[src/rtl/vending_change_fsm.sv]
// vending_change_fsm
//
// Coin-operated vending controller. Credit from nickel/dime (and, when
// VEND_QUARTER_EN is defined, quarter) strobes accumulates toward PRICE. On
// reaching the price the item is vended for one cycle. Any overpayment is then
// paid back as back-to-back dime pulses followed by at most one nickel pulse.
// A cancel in IDLE with non-zero credit refunds the whole credit the same way,
// without vending.
//
// Build option:
//   VEND_QUARTER_EN  defined   -> quarter is a valid 25-cent coin
//                    undefined -> quarter is always rejected (port kept)
//
// Parameters:
//   PRICE     item price in cents, multiple of 5, 5..(2**CREDIT_W - 30)
//   CREDIT_W  width of the credit register
//
// Ports:
//   clk          rising-edge clock
//   reset        asynchronous, active-high reset
//   nickel       5-cent coin strobe (one-cycle pulse per coin)
//   dime         10-cent coin strobe
//   quarter      25-cent coin strobe (credited only with VEND_QUARTER_EN)
//   cancel       refund request, honoured only in IDLE
//   vend         dispense pulse, high while in VEND
//   dime_out     return one dime this cycle
//   nickel_out   return one nickel this cycle
//   coin_reject  one-cycle pulse: the coin(s) sampled last edge were not credited
//   busy         high in VEND or CHANGE
//   credit       current credit in cents
//   state_out    IDLE = 00, VEND = 01, CHANGE = 10

module vending_change_fsm #(
  parameter int unsigned PRICE    = 15,
  parameter int unsigned CREDIT_W = 6
) (
  input  logic                clk,
  input  logic                reset,
  input  logic                nickel,
  input  logic                dime,
  input  logic                quarter,
  input  logic                cancel,
  output logic                vend,
  output logic                dime_out,
  output logic                nickel_out,
  output logic                coin_reject,
  output logic                busy,
  output logic [CREDIT_W-1:0] credit,
  output logic [1:0]          state_out
);

  typedef enum logic [1:0] {
    StIdle   = 2'b00,
    StVend   = 2'b01,
    StChange = 2'b10
  } state_e;

`ifdef VEND_QUARTER_EN
  localparam bit QuarterEn = 1'b1;
`else
  localparam bit QuarterEn = 1'b0;
`endif

  localparam logic [CREDIT_W-1:0] Zero        = '0;
  localparam logic [CREDIT_W-1:0] NickelValue = CREDIT_W'(5);
  localparam logic [CREDIT_W-1:0] DimeValue   = CREDIT_W'(10);
  localparam logic [CREDIT_W-1:0] QuarterVal  = CREDIT_W'(25);
  localparam logic [CREDIT_W-1:0] PriceValue  = CREDIT_W'(PRICE);

  state_e                state_q, state_d;
  logic [CREDIT_W-1:0]   credit_q, credit_d;
  logic                  coin_reject_q, coin_reject_d;

  // Coin decode
  logic                  any_strobe;
  logic                  coin_valid;
  logic [CREDIT_W-1:0]   coin_value;
  logic [CREDIT_W-1:0]   credit_sum;

  // Change payout
  logic                  give_dime;
  logic [CREDIT_W-1:0]   change_left;

  // Exactly one enabled strobe makes a valid coin; any other non-zero
  // combination (including a lone quarter when quarters are disabled) is rejected.
  always_comb begin
    any_strobe = nickel | dime | quarter;
    coin_valid = 1'b0;
    coin_value = Zero;
    case ({quarter, dime, nickel})
      3'b001: begin
        coin_valid = 1'b1;
        coin_value = NickelValue;
      end
      3'b010: begin
        coin_valid = 1'b1;
        coin_value = DimeValue;
      end
      3'b100: begin
        coin_valid = QuarterEn;
        coin_value = QuarterEn ? QuarterVal : Zero;
      end
      default: begin
        coin_valid = 1'b0;
        coin_value = Zero;
      end
    endcase
  end

  // Credit never exceeds PRICE + 20 inside the legal parameter range, so the
  // CREDIT_W-bit sum cannot wrap.
  assign credit_sum = credit_q + coin_value;

  // Largest coin first: dimes while at least 10 cents remain, then one nickel.
  always_comb begin
    give_dime   = (credit_q >= DimeValue);
    change_left = credit_q - (give_dime ? DimeValue : NickelValue);
  end

  // State and credit registers
  always_ff @(posedge clk or posedge reset) begin
    if (reset) begin
      state_q       <= StIdle;
      credit_q      <= Zero;
      coin_reject_q <= 1'b0;
    end else begin
      state_q       <= state_d;
      credit_q      <= credit_d;
      coin_reject_q <= coin_reject_d;
    end
  end

  // Next-state and next-credit logic
  always_comb begin
    state_d       = state_q;
    credit_d      = credit_q;
    coin_reject_d = 1'b0;

    case (state_q)
      StIdle: begin
        if (cancel && (credit_q != Zero)) begin
          // Refund takes priority; a coin arriving alongside is bounced.
          state_d       = StChange;
          coin_reject_d = any_strobe;
        end else if (coin_valid) begin
          if (credit_sum >= PriceValue) begin
            credit_d = credit_sum - PriceValue;
            state_d  = StVend;
          end else begin
            credit_d = credit_sum;
          end
        end else begin
          coin_reject_d = any_strobe;
        end
      end

      StVend: begin
        state_d       = (credit_q != Zero) ? StChange : StIdle;
        coin_reject_d = any_strobe;
      end

      StChange: begin
        credit_d      = change_left;
        state_d       = (change_left == Zero) ? StIdle : StChange;
        coin_reject_d = any_strobe;
      end

      default: begin
        // Illegal encoding: recover to IDLE keeping the credit.
        state_d       = StIdle;
        coin_reject_d = any_strobe;
      end
    endcase
  end

  // Outputs depend only on registered state and credit
  always_comb begin
    vend        = (state_q == StVend);
    dime_out    = (state_q == StChange) && give_dime;
    nickel_out  = (state_q == StChange) && !give_dime;
    busy        = (state_q == StVend) || (state_q == StChange);
    credit      = credit_q;
    state_out   = state_q;
    coin_reject = coin_reject_q;
  end

endmodule

[config.mk]
export PLATFORM = sky130hd
export DESIGN_NAME = vending_change_fsm
export DESIGN_NICKNAME = d
export VERILOG_FILES = /design/src/rtl/vending_change_fsm.sv
export SDC_FILE = /design/constraint.sdc
export NUM_CORES = 1
export LEC_CHECK = 0
export CAP_MARGIN = 30
export CORE_ASPECT_RATIO = 1.5
export CORE_MARGIN = 4
export CORE_UTILIZATION = 50
export DETAILED_ROUTE_END_ITERATION = 7
export PLACE_DENSITY = 0.78
export SLEW_MARGIN = 20
export SYNTH_ARGS = -nofsm -noshare
export SYNTH_HDL_FRONTEND = slang
export SYNTH_SLANG_ARGS = --single-unit
[constraint.sdc]
create_clock -name clk -period 3.7 [get_ports clk]
set_input_delay 0.74 -clock clk [delete_from_list [all_inputs] [get_ports clk]]
set_output_delay 0.74 -clock clk [all_outputs]
set_load 0.03 [all_outputs]
# [After elaboration in Yosys (flattened, before gate mapping)]
# Index checks and enable logic that the tools add are counted.
[op_classes] n_lt_le_gt_ge=2 n_addsub=3 n_eq_ne=8 bitwise_logic=2 muxes=16 n_reduce_logical=12
[op_table] op="6-bit two-way mux" n=3
[op_table] op="6-bit by 4-bit greater-or-equal comparator with 1-bit output, second input constant" n=2
[op_table] op="6-bit case mux with 2 select lines" n=1
[op_table] op="2-bit two-way mux" n=5
[op_table] op="4-bit case mux with 2 select lines" n=1
[op_table] op="6-bit adder" n=1
[op_table] op="6-bit zero test" n=1
[op_table] op="3-bit inequality test, second input constant" n=2
[op_table] op="2-bit case mux with 3 select lines" n=1
[op_table] op="6-bit nonzero test" n=1
[op_table] op="6-bit by 4-bit subtractor with 6-bit output" n=1
[op_table] op="6-bit by 4-bit subtractor with 6-bit output, second input constant" n=1
[op_table] op="1-bit two-way mux" n=4
[op_table] op="4-bit two-way mux" n=1
[op_table] op="2-bit inequality test, second input constant" n=2
[op_table] op="3-bit by 1-bit equality test with 1-bit output, second input constant" n=1
[op_table] op="3-bit by 2-bit equality test with 1-bit output, second input constant" n=1
[op_table] op="1-bit logical AND" n=3
[op_table] op="3-bit AND reduction" n=1
[op_table] op="2-bit by 1-bit equality test with 1-bit output, second input constant" n=1
[op_table] op="2-bit equality test, second input constant" n=1
[op_table] op="2-bit zero test" n=1
[op_table] op="1-bit bitwise OR" n=2
[op_table] op="2-bit AND reduction" n=1
[op_table] op="4 further kinds" n=4
[word_totals] wordCells=46 out_inout_bits=13 regBits=9

# [Logic depth before layout (Yosys ltp)]
[depth] ltp_word=8 ltp_mapped=12

# [Least setup slack after synthesis]
# Ideal clock, no wire load.
[synth_timing] path_kind="in2reg" startpoint="input quarter" endpoint="register state_q[1] (netlist: state_out[1])" n_path_buf=1 t_required_ns=3.572 stages=10 arrival_time_ns=3.559 path_slack_ns=0.014 cell_sequence="or3b_1 -> buf_6 -> nor2_1 -> fa_1 -> ha_1 -> and3_1 -> o211a_1 -> or4_4 -> a21oi_2 -> mux2_1"
[synth_via] elab_chain_len=6
[synth_lines] item="from (decl)" line_no="41" text="input logic quarter,"
[synth_lines] item="3-bit by 2-bit equality test with 1-bit output / 3-bit by 1-bit equality test with 1-bit output (equally long branches)" line_no="90" text="case ({quarter, dime, nickel})"
[synth_lines] item="4-bit case mux with 2 select lines" line_no="90"
[synth_lines] item="6-bit adder" line_no="112" text="assign credit_sum = credit_q + coin_value;"
[synth_lines] item="6-bit by 4-bit greater-or-equal comparator with 1-bit output" line_no="146" text="if (credit_sum >= PriceValue) begin"
[synth_lines] item="3-bit inequality test (no source line)"
[synth_lines] item="2-bit AND reduction (no source line) *"
[synth_lines] item="to (signal assigned)" line_no="123" text="state_q <= StIdle;"
[synth_lines] item="to (signal assigned)" line_no="127" text="state_q <= state_d;"
[synth_lines] item="to (decl)" line_no="70" text="state_e state_q, state_d;"
# Every way passes the cells marked *; elsewhere a longest branch is shown, timed or not.
# A chain may end at the register's enable or synchronous reset.

# [Worst setup path after layout]
[layout_timing] startpoint="register credit_q[4] (netlist: credit[4])" endpoint="register state_q[1] (netlist: state_out[1])"
[layout_via] elab_chain_len=6
[layout_lines] item="from (decl)" line_no="71" text="logic [CREDIT_W-1:0] credit_q, credit_d;"
[layout_lines] item="from (signal assigned)" line_no="124" text="credit_q <= Zero;"
[layout_lines] item="from (signal assigned)" line_no="128" text="credit_q <= credit_d;"
[layout_lines] item="6-bit by 4-bit greater-or-equal comparator with 1-bit output" line_no="116" text="give_dime = (credit_q >= DimeValue);"
[layout_lines] item="4-bit two-way mux" line_no="117" text="change_left = credit_q - (give_dime ? DimeValue : NickelValue);"
[layout_lines] item="6-bit by 4-bit subtractor with 6-bit output" line_no="117"
[layout_lines] item="6-bit zero test" line_no="164" text="state_d = (change_left == Zero) ? StIdle : StChange;"
[layout_lines] item="2-bit two-way mux" line_no="164"
[layout_lines] item="2-bit case mux with 3 select lines" line_no="139" text="case (state_q)"
# Parallel ways exist; a longest one is shown, timed or not.

==> reports/results.ini <==
[run_status]
outcome=finished, final reports clean

[timing]
holdWs_ns=0.620
hold_violations=0
max_freq_ghz=0.295
fin_skew_ns=0.00906
period_minus_slack_ns=3.39
slew_violations=0
fin_crit_sh_pct=91.7
tightest_slew_ns=0.662
fin_tns_setup_ns=0
relSlewSlack_pct=55.4
fin_ws_ns=0.306
rsz0062_at_grt=false
finalSetupViolCount=0

[setup_path]
ff2ff_path_depth=11
critPathKind=flip-flop to flip-flop
crit_arrival_ns=3.53
cp_slowest_cell=or4_1
r2r-end=state_out[1]$_DFFE_PP0P_
slowest_delay_ns=0.55
rrSetupSlack_ns=0.31
cp.required_ns=3.84
crit_family=simple AND/OR/NAND/NOR gates
r2r-start=credit[4]$_DFFE_PP0P_
worstPathMaxFanout=8
path_buf_inv=1
crit_path_cell_trace=nor2_1 > and2_1 > ha_1 > inv_1 > fa_1 > a21o_1 > a21oi_1 > xor2_1 > or4_1 > o21a_1 > mux2_4
worstSetupEndpointType=flip-flop
startpoint_type=flip-flop

[drt]
final_antenna_net_count=0
via_per_inst=6.40
route.detailed.drc=0
drt_iter0_drc=49
via_count=1377
drt-total-wl_mm=3.74
wl_per_cell_um=17.4
first_pass_iters=4

[floorplanning]
die_y_um=68.2
initial_core_util_pct=53.4
core_area_sq_um=2260
row_count=21
ioPinCount=19
die_x_um=48.1
dieArea_sq_um=3280

[pwr]
leakage_nw=0.744
ir_worst_vdd_uv=697
switchingPower_w=0.000867
power_frac_comb_pct=83.6
power_density_nw_per_um2=1010
swShare_pct=52.0
p_int_w=0.000801
pwr-share-seq_pct=11.8
clkPwrFrac_pct=4.6

[synthesis]
synthSimpleGateAreaFrac_pct=20.6
synthAdderAreaFrac_pct=14.7
synth_top_family_by_area=compound AO/OA/AOI/OAI gates
netlist.area_leader.share_pct=18.7
ys_seq_elements=9
syn-num-nets=168
yosys.area.top_type=dfrtp_1
synth_compound_area_share_pct=30.7
ys.flop_type=dfrtp_1
muxShareOfSynthArea_pct=2.69
synth.avg_cell_area_sq_um=8.10
seq_area_frac_synth_pct=18.7
synth_edf_count=0
synth_cells=149
synth.area.top_cells=dfrtp_1 (19%), ha_1 (11%), a21oi_1 (6.6%), xor2_1 (4.4%), nor2_1 (4.0%)
synth_cell_types=54
ys_warn_count=0
netlist_area_sq_um=1210
async_flop_share_pct=100
yosys.area_share.xor_xnor_pct=7.25

[cells_and_area]
nets=212
instances_no_fill=215
area_delta_synth_final_pct=36.4
antennaDiodeCount=0
final_area_sq_um=1650
drive_above_1_share_pct=21.4

[clocking]
cts_buffer_depth=2
h-tree-depth=1
clock_sinks=9
cts_tree=yes
insertion_delay_ns=0.26
clockRootBuffer=clkbuf_4
cts_buffers=3
clkSlewWorstSetupHoldPaths_ns=0.07

[grt]
grt_max_degree=11
antenna_found_initial=0
first_global_vias=1433
grt_overflow=0
grt_pass1_wl_mm=6.25
grt_usage_pct=26.5

[run]
max_cap_violations=0

[place]
dp.cells=209
gp_congestion=0.949
place_worst_setup_slack_ns=-0.317
place_area_sq_um=1570
io_buffers=18
dp_hpwl_mm=2.92

[worst_hold_path]
min_to=state_out[0]$_DFFE_PP0P_
min_path_type=flip-flop to flip-flop
hold_start=state_out[0]$_DFFE_PP0P_
hold_depth=2

synth_stat cells, types with 2 or more instances:
master    instances
a21oi_1          16
nor2_1           13
ha_1             11
inv_1            10
dfrtp_1           9
o21ai_0           8
nor4_1            6
xor2_1            6
xnor2_1           4
clkbuf_1          3
nand2_1           3
nand2b_1          3
nor3_1            3
o22ai_1           3
a21o_1            2
a221oi_1          2
a31oi_1           2
and2_1            2
and3_1            2
fa_1              2
nand3_1           2
nor2b_1           2
nor3b_1           2
o211ai_1          2
o21a_1            2
cells by family (layout without fill, tap and decap cells):
| group | count (synthesis) | after routing |
|---|---|---|
| multiplexers | 3 | 3 |
| buffers and inverters | 15 | 58 |
| XOR/XNOR | 10 | 10 |
| AO/OA/AOI/OAI | 54 | 54 |
| AND/OR/NAND/NOR | 45 | 45 |
| adder cells (fa/ha/maj) | 13 | 13 |
| flip-flops | 9 | 9 |
state kept, by name, indices dropped and copies added (netlist names):
register     flops
credit           6
coin_reject      1
state_out        2
worst max-delay path by stage:
stage                          startpoint                  endpoint  slack, ns  cells past startpoint
floorplan                         quarter  state_out[1]$_DFFE_PP0P_       0.01                     10
global placement                   nickel  state_out[1]$_DFFE_PP0P_      -0.23                     10
detailed placement                quarter  state_out[1]$_DFFE_PP0P_      -0.32                     11
CTS                                nickel  state_out[1]$_DFFE_PP0P_      0.009                     10
global route        credit[4]$_DFFE_PP0P_  state_out[1]$_DFFE_PP0P_       0.16                     11
finish              credit[4]$_DFFE_PP0P_  state_out[1]$_DFFE_PP0P_       0.31                     11
what timing repair did:
| action | in CTS | in global routing |
|---|---|---|
| pin swaps | 3 | 6 |
| endpoints found under the hold margin | 0 | 0 |
| setup endpoints to repair | 1 | 2 |
| hold buffers | 0 | 0 |
| buffers inserted | 0 | 2 |
| gates resized for setup | 5 | 5 |
layout by cell type (no fill, tap or decap), types with 4 or more instances in the layout:
cell	Yosys	routed
nor2_1	13	12
ha_1	11	10
a21oi_1	16	16
clkdlybuf4s50_1	0	15
xnor2_1	4	4
inv_1	10	10
dfrtp_1	9	9
nor4_1	6	6
buf_4	0	26
o21ai_0	8	8
xor2_1	6	6
worst reg2reg max path, cell delays in order (launching register included):
cell	delay, ns
dfrtp_1	0.51
nor2_1	0.26
and2_1	0.32
ha_1	0.23
inv_1	0.06
fa_1	0.40
a21o_1	0.19
a21oi_1	0.17
xor2_1	0.12
or4_1	0.55
o21a_1	0.21
mux2_4	0.27
power groups by stage:
stage / combinational, W / clock, W / sequential, W
2_1_floorplan: 0.000791 / 0 / 0.000275
3_3_place_gp: 0.00128 / 0 / 0.000192
3_5_place_dp: 0.00133 / 0 / 0.000196
4_1_cts: 0.00134 / 0.0000765 / 0.000194
5_1_grt: 0.00151 / 0.0000847 / 0.000202
6_report: 0.00139 / 0.0000772 / 0.000197
cell type report:
type / count / area [sq um]
fill: 180 / 613
timing repair buffer: 44 / 383
inverter: 10 / 37.5
clock buffer: 4 / 26.3
multi-input combinational: 125 / 946
sequential: 9 / 225
tap: 23 / 28.8
through the flow:
stage	util, %	total power (W)
5_1_grt	72.9	0.00179
3_5_place_dp	69.4	0.00152
2_1_floorplan	-	0.00107
4_1_cts	71.4	0.00161
6_report	72.9	0.00167
3_3_place_gp	69.4	0.00147
metal layers:
layer	vias to the layer above	track usage [%]	part of all wire, %
li1	648	-	-
met1	654	28.7	37
met2	62	45.5	54
met3	13	5.79	6.4
met4	0	14.5	2.6
met5	-	0	0
No activity file was read; power rests on OpenSTA's default activity.
